[src/rtl/lcd_sample_capture_controller_if.sv]
// Sample input and DAC frame-buffer write bus for lcd_sample_capture_controller.
// The slave side is the capture controller; the master side feeds samples and receives writes.
interface lcd_sample_capture_controller_if #(
    parameter int DATA_WIDTH = 9
);
    logic                  SAMPLE_VALID;
    logic [DATA_WIDTH-1:0] SAMPLE_DATA;
    logic                  AUD_DAC_FRAME_START;
    logic                  AUD_DAC_DATA_WR;
    logic [DATA_WIDTH-1:0] AUD_DAC_DATA;
    logic                  AUD_DAC_FRAME_DONE;

    modport master (
        output SAMPLE_VALID,
        output SAMPLE_DATA,
        input  AUD_DAC_FRAME_START,
        input  AUD_DAC_DATA_WR,
        input  AUD_DAC_DATA,
        input  AUD_DAC_FRAME_DONE
    );

    modport slave (
        input  SAMPLE_VALID,
        input  SAMPLE_DATA,
        output AUD_DAC_FRAME_START,
        output AUD_DAC_DATA_WR,
        output AUD_DAC_DATA,
        output AUD_DAC_FRAME_DONE
    );
endinterface

[src/rtl/lcd_sample_capture_controller.sv]
// Triggered oscilloscope-style sample capture into a frame buffer with decimation.
// Define AUTO_TRIGGER_EN to force a trigger after TIMEOUT_SAMPLES accepted samples in WAIT_TRIG.
module lcd_sample_capture_controller #(
    parameter int DATA_WIDTH      = 9,
    parameter int FRAME_LEN       = 480,
    parameter int TIMEOUT_SAMPLES = 4096
) (
    input  logic                  AUD_CLK,
    input  logic                  RESET,
    input  logic                  ENABLE,
    input  logic [DATA_WIDTH-1:0] TRIG_LEVEL,
    input  logic                  TRIG_FALLING,
    input  logic [3:0]            DECIM,
    lcd_sample_capture_controller_if.slave bus,
    output logic                  ACTIVE_FRAME,
    output logic [7:0]            FRAME_COUNT,
    output logic                  AUTO_TRIGGERED,
    output logic                  BUSY
);

    localparam logic [1:0] IDLE      = 2'd0;
    localparam logic [1:0] WAIT_TRIG = 2'd1;
    localparam logic [1:0] CAPTURE   = 2'd2;
    localparam logic [1:0] DONE      = 2'd3;

    localparam logic [9:0] FL = 10'(FRAME_LEN);

    if (FRAME_LEN < 2 || FRAME_LEN > 512 || TIMEOUT_SAMPLES < 1) begin : g_param_check
        $error("lcd_sample_capture_controller: parameter out of range");
    end

    logic [1:0]            state_q, state_d;
    logic [3:0]            dec_cnt_q;
    logic [9:0]            wr_cnt_q, wr_cnt_d;
    logic [DATA_WIDTH-1:0] prev_q, prev_d;
    logic                  prev_valid_q, prev_valid_d;
    logic                  fs_q;
    logic                  wr_q, wr_d;
    logic [DATA_WIDTH-1:0] data_q, data_d;
    logic                  done_q, done_d;
    logic                  active_q, active_d;
    logic [7:0]            count_q, count_d;
    logic                  auto_q, auto_d;
    logic                  busy_q;

    logic running;
    logic accept;
    logic trig_hit;
    logic auto_hit;
    logic arm;

    assign running = (state_q == WAIT_TRIG) || (state_q == CAPTURE);
    assign accept  = running && bus.SAMPLE_VALID && (dec_cnt_q == DECIM);

    assign trig_hit = prev_valid_q &&
        (TRIG_FALLING ? ((prev_q > TRIG_LEVEL) && (bus.SAMPLE_DATA <= TRIG_LEVEL))
                      : ((prev_q < TRIG_LEVEL) && (bus.SAMPLE_DATA >= TRIG_LEVEL)));

`ifdef AUTO_TRIGGER_EN
    localparam int TW = $clog2(TIMEOUT_SAMPLES + 1);
    logic [TW-1:0] to_cnt_q;

    always_ff @(posedge AUD_CLK) begin
        if (RESET || arm) begin
            to_cnt_q <= '0;
        end else if ((state_q == WAIT_TRIG) && accept) begin
            to_cnt_q <= to_cnt_q + TW'(1);
        end
    end

    // the accepted sample that completes the timeout count is itself the forced write 0
    assign auto_hit = (to_cnt_q == TW'(TIMEOUT_SAMPLES - 1));
`else
    assign auto_hit = 1'b0;
`endif

    always_comb begin
        state_d      = state_q;
        wr_cnt_d     = wr_cnt_q;
        prev_d       = prev_q;
        prev_valid_d = prev_valid_q;
        wr_d         = 1'b0;
        data_d       = data_q;
        done_d       = 1'b0;
        active_d     = active_q;
        count_d      = count_q;
        auto_d       = auto_q;

        case (state_q)
            IDLE: begin
                if (ENABLE) state_d = WAIT_TRIG;
            end
            WAIT_TRIG: begin
                if (!ENABLE) begin
                    state_d = IDLE;
                end else if (accept) begin
                    if (trig_hit || auto_hit) begin
                        state_d  = CAPTURE;
                        wr_d     = 1'b1;
                        data_d   = bus.SAMPLE_DATA;
                        wr_cnt_d = 10'd1;
                        auto_d   = !trig_hit;
                    end
                    prev_d       = bus.SAMPLE_DATA;
                    prev_valid_d = 1'b1;
                end
            end
            CAPTURE: begin
                // the full count is seen in the cycle of the last write, so DONE follows it by one
                if (wr_cnt_q == FL) begin
                    done_d  = 1'b1;
                    state_d = DONE;
                end else if (accept) begin
                    wr_d     = 1'b1;
                    data_d   = bus.SAMPLE_DATA;
                    wr_cnt_d = wr_cnt_q + 10'd1;
                end
            end
            DONE: begin
                active_d = ~active_q;
                count_d  = count_q + 8'd1;
                state_d  = ENABLE ? WAIT_TRIG : IDLE;
            end
            default: state_d = IDLE;
        endcase

        arm = (state_d == WAIT_TRIG) && (state_q != WAIT_TRIG);
        if (arm) begin
            prev_d       = '0;
            prev_valid_d = 1'b0;
            wr_cnt_d     = '0;
        end
    end

    always_ff @(posedge AUD_CLK) begin
        if (RESET || arm) begin
            dec_cnt_q <= '0;
        end else if (running && bus.SAMPLE_VALID) begin
            dec_cnt_q <= (dec_cnt_q == DECIM) ? 4'd0 : dec_cnt_q + 4'd1;
        end
    end

    always_ff @(posedge AUD_CLK) begin
        if (RESET) begin
            state_q      <= IDLE;
            wr_cnt_q     <= '0;
            prev_q       <= '0;
            prev_valid_q <= 1'b0;
            fs_q         <= 1'b0;
            wr_q         <= 1'b0;
            data_q       <= '0;
            done_q       <= 1'b0;
            active_q     <= 1'b0;
            count_q      <= '0;
            auto_q       <= 1'b0;
            busy_q       <= 1'b0;
        end else begin
            state_q      <= state_d;
            wr_cnt_q     <= wr_cnt_d;
            prev_q       <= prev_d;
            prev_valid_q <= prev_valid_d;
            fs_q         <= arm;
            wr_q         <= wr_d;
            data_q       <= data_d;
            done_q       <= done_d;
            active_q     <= active_d;
            count_q      <= count_d;
            auto_q       <= auto_d;
            busy_q       <= (state_d != IDLE);
        end
    end

    assign bus.AUD_DAC_FRAME_START = fs_q;
    assign bus.AUD_DAC_DATA_WR     = wr_q;
    assign bus.AUD_DAC_DATA        = data_q;
    assign bus.AUD_DAC_FRAME_DONE  = done_q;
    assign ACTIVE_FRAME            = active_q;
    assign FRAME_COUNT             = count_q;
    assign AUTO_TRIGGERED          = auto_q;
    assign BUSY                    = busy_q;

endmodule

[src/flat_wrapper.sv]
// flat-port wrapper written by rule: the top's interface ports become plain ports
module lcd_sample_capture_controller_flat 
#(
    parameter int DATA_WIDTH      = 9,
    parameter int FRAME_LEN       = 480,
    parameter int TIMEOUT_SAMPLES = 4096
)
  (AUD_CLK, RESET, ENABLE, TRIG_LEVEL, TRIG_FALLING, DECIM, ACTIVE_FRAME, FRAME_COUNT, AUTO_TRIGGERED, BUSY, bus_SAMPLE_VALID, bus_SAMPLE_DATA, bus_AUD_DAC_FRAME_START, bus_AUD_DAC_DATA_WR, bus_AUD_DAC_DATA, bus_AUD_DAC_FRAME_DONE);
  lcd_sample_capture_controller_if #(.DATA_WIDTH(DATA_WIDTH)) bus_i ();
  input  logic AUD_CLK;
  input  logic RESET;
  input  logic ENABLE;
  input  logic [DATA_WIDTH-1:0] TRIG_LEVEL;
  input  logic TRIG_FALLING;
  input  logic [3:0] DECIM;
  output logic ACTIVE_FRAME;
  output logic [7:0] FRAME_COUNT;
  output logic AUTO_TRIGGERED;
  output logic BUSY;
  input wire logic [$bits(bus_i.SAMPLE_VALID)-1:0] bus_SAMPLE_VALID;
  input wire logic [$bits(bus_i.SAMPLE_DATA)-1:0] bus_SAMPLE_DATA;
  output wire logic [$bits(bus_i.AUD_DAC_FRAME_START)-1:0] bus_AUD_DAC_FRAME_START;
  output wire logic [$bits(bus_i.AUD_DAC_DATA_WR)-1:0] bus_AUD_DAC_DATA_WR;
  output wire logic [$bits(bus_i.AUD_DAC_DATA)-1:0] bus_AUD_DAC_DATA;
  output wire logic [$bits(bus_i.AUD_DAC_FRAME_DONE)-1:0] bus_AUD_DAC_FRAME_DONE;
  assign bus_i.SAMPLE_VALID = bus_SAMPLE_VALID;
  assign bus_i.SAMPLE_DATA = bus_SAMPLE_DATA;
  assign bus_AUD_DAC_FRAME_START = bus_i.AUD_DAC_FRAME_START;
  assign bus_AUD_DAC_DATA_WR = bus_i.AUD_DAC_DATA_WR;
  assign bus_AUD_DAC_DATA = bus_i.AUD_DAC_DATA;
  assign bus_AUD_DAC_FRAME_DONE = bus_i.AUD_DAC_FRAME_DONE;
  lcd_sample_capture_controller #(.DATA_WIDTH(DATA_WIDTH), .FRAME_LEN(FRAME_LEN), .TIMEOUT_SAMPLES(TIMEOUT_SAMPLES)) u_core (.AUD_CLK(AUD_CLK), .RESET(RESET), .ENABLE(ENABLE), .TRIG_LEVEL(TRIG_LEVEL), .TRIG_FALLING(TRIG_FALLING), .DECIM(DECIM), .bus(bus_i), .ACTIVE_FRAME(ACTIVE_FRAME), .FRAME_COUNT(FRAME_COUNT), .AUTO_TRIGGERED(AUTO_TRIGGERED), .BUSY(BUSY));
endmodule
[config.mk]
export PLATFORM = sky130hd
export DESIGN_NAME = lcd_sample_capture_controller_flat
export DESIGN_NICKNAME = d
export VERILOG_FILES = /design/src/rtl/lcd_sample_capture_controller_if.sv /design/src/rtl/lcd_sample_capture_controller.sv /design/src/flat_wrapper.sv
export SDC_FILE = /design/constraint.sdc
export NUM_CORES = 1
export LEC_CHECK = 0
export ABC_CLOCK_PERIOD_IN_PS = 4700
export BUFFER_PORTS_ARGS = -buffer_cell sky130_fd_sc_hd__buf_2
export CAP_MARGIN = 20
export CORE_MARGIN = 10
export CORE_UTILIZATION = 60
export CTS_CLUSTER_SIZE = 14
export DETAILED_ROUTE_END_ITERATION = 10
export PLACE_DENSITY = 0.85
export SLEW_MARGIN = 25
export SYNTH_ARGS = -nofsm -noshare
export SYNTH_HDL_FRONTEND = slang
export SYNTH_SLANG_ARGS = --single-unit
[constraint.sdc]
create_clock -name AUD_CLK -period 4.7 [get_ports AUD_CLK]
set_input_delay 0.94 -clock AUD_CLK [delete_from_list [all_inputs] [get_ports AUD_CLK]]
set_output_delay 0.94 -clock AUD_CLK [all_outputs]
set_load 0.01 [all_outputs]
==> impl_metrics.ini, run 1 <==
[logic_synthesis]
synth-adder-area-share_pct = 12.1
synth_xor_area_share_pct = 3.90
yosysSeqAreaShare_pct = 36.4
yosys.area_share.simple_pct = 21.7
syn_nets = 366
syn-instance-count = 313
synth_top_family_by_area = simple AND/OR/NAND/NOR gates
synth-seq-cells = 49
muxShareOfSynthArea_pct = 4.09
ys.flop_type = dfxtp_1
syn-cell-area_um2 = 2690
ys_warn_count = 0
synth-edff-count = 0
synthDistinctLibCells = 45
synth_compound_area_share_pct = 17.1
ys_async_sr_fraction_pct = 0
syn_avg_cell_area_um2 = 8.60

[pwr]
p_per_area_nw_per_um2 = 261
total_power_mw = 0.806
peakVddDrop_v = 0.000225
p_leak_nw = 1.31

[sta]
slew_headroom_pct = 57.2
hold_viol = 0
post-route-min-period_ps = 3220
fin_crit_sh_pct = 68.4
setup_tns_ps = 0
worst_pin_slew_ps = 641
skew_ps = 5.14
rsz0062_at_grt = no
setup_viol = 0
max_freq_mhz = 311
finalMaxSlewViolations = 0

[worst_setup_path]
reg2reg_slack_ps = 1920
slowest_stage = a31oi_4
critical_path.max_stage_delay_ps = 530
crit_path_cell_trace = buf_2 -> inv_1 -> ha_1 -> a211oi_2 -> o21ai_1 -> a211oi_1 -> or3b_1 -> a31oi_4 -> mux2i_1 -> nor2_1
setup.worst_path.class = input port to flop
cp-end-kind = flop
worstPathRequired_ps = 4890
rr_startpoint = u_core.prev_q[6]$_SDFFE_PP0P_
cp.arrival_ps = 3400
critPathMaxFanout = 14
reg2reg_to = u_core.bus.AUD_DAC_DATA[1]$_SDFFE_PP0P_
crit_path_start_kind = input port
r2r_cells = 8

[floorplan]
core_um2 = 4350
fp.dieArea_um2 = 7570
start_util_pct = 61.8
num_rows = 24
die_y_um = 87.0
die_x_um = 87.0
io_pins = 50

[global_route]
grt_max_degree = 23
grt_pass1_wl_um = 10700
antenna_found_initial = 0
gr-total-overflow = 0
grt_pass1_vias = 2416
globalRouteTotalUtil_pct = 17.0

[min_path]
hold_path.class = flop to flop
hold_path_depth = 2
hold_path_end = u_core.prev_q[0]$_SDFFE_PP0P_
hold_start = u_core.prev_q[0]$_SDFFE_PP0P_

[layout]
mostFrequentLayoutCells = 49 x buf_2, 49 x dfxtp_1, 32 x nand2_1
antennaDiodeCount = 0
layout-drive-gt1-share_pct = 17.6
nets = 415
syn_to_final_growth_pct = 14.7

[clock_tree]
clk_pin_slew_ps = 90
cts_tree = done
cts_num_sinks = 49
cts_buffers = 5
cts-htree-levels = 2
clock_latency_ps = 300
post-cts-setup-buffer-count = 0
cts_root_buf = clkbuf_8
cts_resized = 0
cts_buffer_depth = 2
postCtsHoldBufs = 0

[route]
antenna_left = 0
drc = 0
viasPerCell = 5.83
wl_per_cell_um = 15.3
drt-initial-drc-count = 110
vias = 2419
first_pass_iters = 4
drt_wl_total_um = 6370

[job]
maxCapViolCount = 0

[placement]
io_buffers = 49
post-dp-hpwl_um = 4890
place.gp.congestion = 0.900

[status]
status = finished, final reports clean
## through the flow
step	hold WS (ps)	cell area, um^2	util, %	worst slack [ps]	std cells
finish	466	3090	70.9	1480	415
global route	491	3090	70.9	1320	415
CTS	462	3090	70.9	1490	415
detailed placement	448	2970	68.3	1180	407
global placement	445	2970	68.3	1300	407
floorplan	436	2690	-	1550	313
## worst max-delay path, delay by kind of cell
kind / cells / cell delay (ps)
AO/OA/AOI/OAI: 4 / 1190
AND/OR/NAND/NOR: 2 / 560
adder cells (fa/ha/maj): 1 / 330
multiplexers: 1 / 260
buffers and inverters: 2 / 120
## power by group
group          switching [mW]  internal (mW)
combinational          0.0491         0.0315
clock                   0.145          0.159
sequential            0.00269          0.418
## layer usage
layer | up-vias | part of all wire (%) | GRT usage [%] | wire length [um]
li1 | 1204 | - | - | -
met1 | 1143 | 47 | 20.9 | 2980
met2 | 63 | 46 | 28.0 | 2950
met3 | 9 | 5.3 | 4.03 | 335
met4 | 0 | 1.5 | 6.33 | 98
met5 | - | 0 | 0 | 0
## final cells by class
cell class | count | area (um^2)
tap | 52 | 65.1
clock buffer | 5 | 68.8
inverter | 24 | 90.1
multi-input combinational | 232 | 1580
clock inverter | 3 | 46.3
timing repair buffer | 50 | 253
sequential | 49 | 981
fill | 352 | 1270
## registers in the layout, summed over array words and instances, names as in the netlist
register,flops
u_core.bus.AUD_DAC_FRAME_DONE,1
u_core.dec_cnt_q,4
u_core.state_q,2
u_core.ACTIVE_FRAME,1
u_core.prev_q,9
u_core.AUTO_TRIGGERED,1
u_core.bus.AUD_DAC_FRAME_START,1
u_core.bus.AUD_DAC_DATA_WR,1
u_core.prev_valid_q,1
u_core.BUSY,1
u_core.FRAME_COUNT,8
u_core.wr_cnt_q,10
u_core.bus.AUD_DAC_DATA,9
## cells by family (layout without fill, tap and decap cells)
kind of cell             Yosys count  count (layout)
adder cells (fa/ha/maj)           26              26
XOR/XNOR                          12              12
AO/OA/AOI/OAI                     67              67
buffers and inverters             32              82
AND/OR/NAND/NOR                  116             116
flip-flops                        49              49
multiplexers                      11              11
## synth_stat cells (all sizes together) (3+ instances only)
library cell | n | area share [%]
a31o | 3 | 0.98
and4 | 3 | 1.0
ha | 26 | 12
nand4 | 12 | 2.8
and3 | 9 | 2.3
nand2 | 32 | 4.5
nand3 | 7 | 1.3
a21oi | 29 | 5.4
nand2b | 3 | 0.70
a211oi | 4 | 1.5
o21ai | 12 | 2.2
nor2 | 27 | 3.8
dfxtp | 49 | 36
a21o | 6 | 1.7
inv | 24 | 3.3
and2 | 3 | 0.70
clkbuf | 7 | 0.98
nor3 | 7 | 1.3
xor2 | 5 | 1.6
or3 | 4 | 0.93
mux2i | 11 | 4.1
xnor2 | 7 | 2.3
## how the worst max path moves through the flow
| stage | from | endpoint | slack [ps] |
|---|---|---|---|
| after floorplan | TRIG_LEVEL[6] | u_core.wr_cnt_q[1]$_SDFFE_PP0P_ | 1550 |
| after global placement | TRIG_LEVEL[6] | u_core.wr_cnt_q[9]$_SDFFE_PP0P_ | 1300 |
| after detailed placement | TRIG_LEVEL[6] | u_core.bus.AUD_DAC_DATA[8]$_SDFFE_PP0P_ | 1180 |
| after CTS | TRIG_LEVEL[6] | u_core.bus.AUD_DAC_DATA[1]$_SDFFE_PP0P_ | 1490 |
| after global routing | TRIG_LEVEL[6] | u_core.bus.AUD_DAC_DATA[5]$_SDFFE_PP0P_ | 1320 |
| final | TRIG_LEVEL[6] | u_core.bus.AUD_DAC_DATA[1]$_SDFFE_PP0P_ | 1480 |
No activity file was read; power rests on OpenSTA's default activity.
==> run 2: changes to the inputs <==
--- a/config.mk
+++ b/config.mk
@@ -5,14 +5,14 @@
 export SDC_FILE = /design/constraint.sdc
 export NUM_CORES = 1
 export LEC_CHECK = 0
-export ABC_CLOCK_PERIOD_IN_PS = 4700
+export ABC_CLOCK_PERIOD_IN_PS = 2700
 export BUFFER_PORTS_ARGS = -buffer_cell sky130_fd_sc_hd__buf_2
 export CAP_MARGIN = 20
 export CORE_MARGIN = 10
-export CORE_UTILIZATION = 60
+export CORE_UTILIZATION = 50
 export CTS_CLUSTER_SIZE = 14
 export DETAILED_ROUTE_END_ITERATION = 10
-export PLACE_DENSITY = 0.85
+export PLACE_DENSITY = 0.76
 export SLEW_MARGIN = 25
 export SYNTH_ARGS = -nofsm -noshare
 export SYNTH_HDL_FRONTEND = slang
==> constraint.sdc (replaced) <==
create_clock -name AUD_CLK -period 2.7 [get_ports AUD_CLK]
set_input_delay 0.54 -clock AUD_CLK [delete_from_list [all_inputs] [get_ports AUD_CLK]]
set_output_delay 0.54 -clock AUD_CLK [all_outputs]
set_load 0.01 [all_outputs]
==> run 2 against run 1 <==
  * The flow now finishes with violations (setup timing)
  * Clock-buffer cell count unchanged
  * Via count up 2.1%
  * Routed wire length rose by 4.4%
  * Total power rose by 70%
  * Worst setup slack got worse by 1500 ps
  * Hold slack better by 1.6 ps
  * Non-clock buffer count grew 19
  * Flip-flop and latch count stayed put
  * Cell area rose by 6.2%
  * Die area up 15%
  * Clock power is 56% higher
  * Sequential power grew 74%
  * Largest power group unchanged
==> impl_metrics.ini, run 2 (synthesized netlist as in run 1, its figures left out) <==
[status]
status = finished with violations
failed_checks = setup timing

[pwr]
peakVddDrop_v = 0.000343
p_leak_nw = 1.41
p_per_area_nw_per_um2 = 418

[route]
first_pass_iters = 4
viasPerCell = 5.47
vias = 2471
wl_per_cell_um = 14.7
antenna_left = 0
drc = 0
drt_wl_total_um = 6650
drt-initial-drc-count = 108

[worst_setup_path]
r2r_cells = 9
setup.worst_path.class = input port to flop
cp.arrival_ps = 2950
rr_startpoint = u_core.prev_q[6]$_SDFFE_PP0P_
critPathMaxFanout = 4
cp.depth = 11
critical_path.max_stage_delay_ps = 500
critPathTopFamily = simple AND/OR/NAND/NOR gates
path_buf_inv = 3
slowest_stage = a2111o_1
crit_path_cell_trace = buf_2 -> inv_1 -> ha_1 -> nand4_1 -> nor3_2 -> a2111oi_0 -> buf_4 -> a2111o_1 -> and3_4 -> or4_1 -> o31ai_1
worstPathRequired_ps = 2940
cp-end-kind = flop
crit_path_start_kind = input port
startpoint = TRIG_LEVEL[6]

[clock_tree]
cts_tree = done
clock_latency_ps = 320
cts_buffers = 5
clk_pin_slew_ps = 100
cts_root_buf = clkbuf_8
cts_num_sinks = 49
cts-htree-levels = 2
postCtsHoldBufs = 0
cts_buffer_depth = 2

[global_route]
grt_max_degree = 23
globalRouteTotalUtil_pct = 14.9
grt_pass1_vias = 2418
grt_pass1_wl_um = 10800
gr-total-overflow = 0
antenna_found_initial = 0

[sta]
post-route-min-period_ps = 2700
finalMaxSlewViolations = 0
skew_ps = 9.06
setup_tns_ps = -4.87
slew_headroom_pct = 62.1
fin_ws_ps = -4.87
hold_viol = 0
max_freq_mhz = 370
fin_crit_sh_pct = 100
worst_pin_slew_ps = 564
setup_viol = 1

[floorplan]
num_rows = 26
start_util_pct = 52.1
die_x_um = 93.4
core_um2 = 5170
fp.dieArea_um2 = 8720
io_pins = 50
die_y_um = 93.4

[job]
maxCapViolCount = 0

[layout]
fillers = 448
nets = 434
stdcell_count = 452
top_register = u_core.wr_cnt_q
layout-drive-gt1-share_pct = 23.0
syn_to_final_growth_pct = 21.7
antennaDiodeCount = 0
largest_reg_flops = 10
mostFrequentLayoutCells = 49 x buf_2, 49 x dfxtp_1, 32 x nand2_1

[placement]
dp.cells = 443
io_buffers = 49
post-dp-hpwl_um = 5100
place.gp.congestion = 0.811

[min_path]
hold_start = u_core.prev_q[0]$_SDFFE_PP0P_
hold_path.class = flop to flop
hold_path_depth = 2
==> run 2: through the flow <==
stage               hold slack [ps]  worst slack (ps)  area [um^2]  power [mW]  utilization (%)
floorplan                       436             -1.72         2700       0.836                -
global placement                447              -182         3150       0.904             60.8
detailed placement              455              -238         3150       0.907             60.8
CTS                             470              88.3         3240        1.38             62.7
global route                    491             -68.5         3280        1.44             63.4
finish                          467             -4.87         3280        1.37             63.4
==> run 2: metal layers <==
layer | vias to the layer above | wire [um] | GRT usage [%]
met3 | 8 | 493 | 5.12
met5 | - | 0 | 0
met2 | 59 | 3040 | 24.2
met1 | 1158 | 3040 | 18.0
li1 | 1246 | - | -
met4 | 0 | 74 | 4.76
==> run 2: power breakdown <==
part	leakage (nW)	total [mW]	internal [mW]	switching, mW
sequential	0.395	0.732	0.728	0.00385
clock	0.0506	0.474	0.194	0.280
combinational	0.960	0.166	0.0724	0.0936
total	1.41	1.37	0.994	0.377
==> run 2: timing repair <==
item | CTS | global route
setup endpoints to repair | 0 | 17
gates resized for setup | 0 | 7
endpoints found under the hold margin | 0 | 0
buffers inserted | 0 | 1
==> run 2: layout make-up <==
class | count | area [um^2] | area share, %
clock inverter | 3 | 28.8 | 0.878
sequential | 49 | 981 | 29.9
clock buffer | 5 | 68.8 | 2.10
inverter | 24 | 90.1 | 2.75
timing repair buffer | 69 | 408 | 12.4
tap | 70 | 87.6 | 2.67
multi-input combinational | 232 | 1610 | 49.2
==> run 2: worst paths after layout <==
path                                      to  slack [ps]
min            u_core.prev_q[0]$_SDFFE_PP0P_         470
min reg2reg    u_core.prev_q[0]$_SDFFE_PP0P_         470
max reg2reg  u_core.wr_cnt_q[1]$_SDFFE_PP0P_          40
max          u_core.wr_cnt_q[1]$_SDFFE_PP0P_          -5
==> run 2: tightest hold or removal path, delay by kind of cell, from the launching register on <==
family          cells  cell delay [ps]
compound gates      1               50
flops               1              320
simple gates        1               50
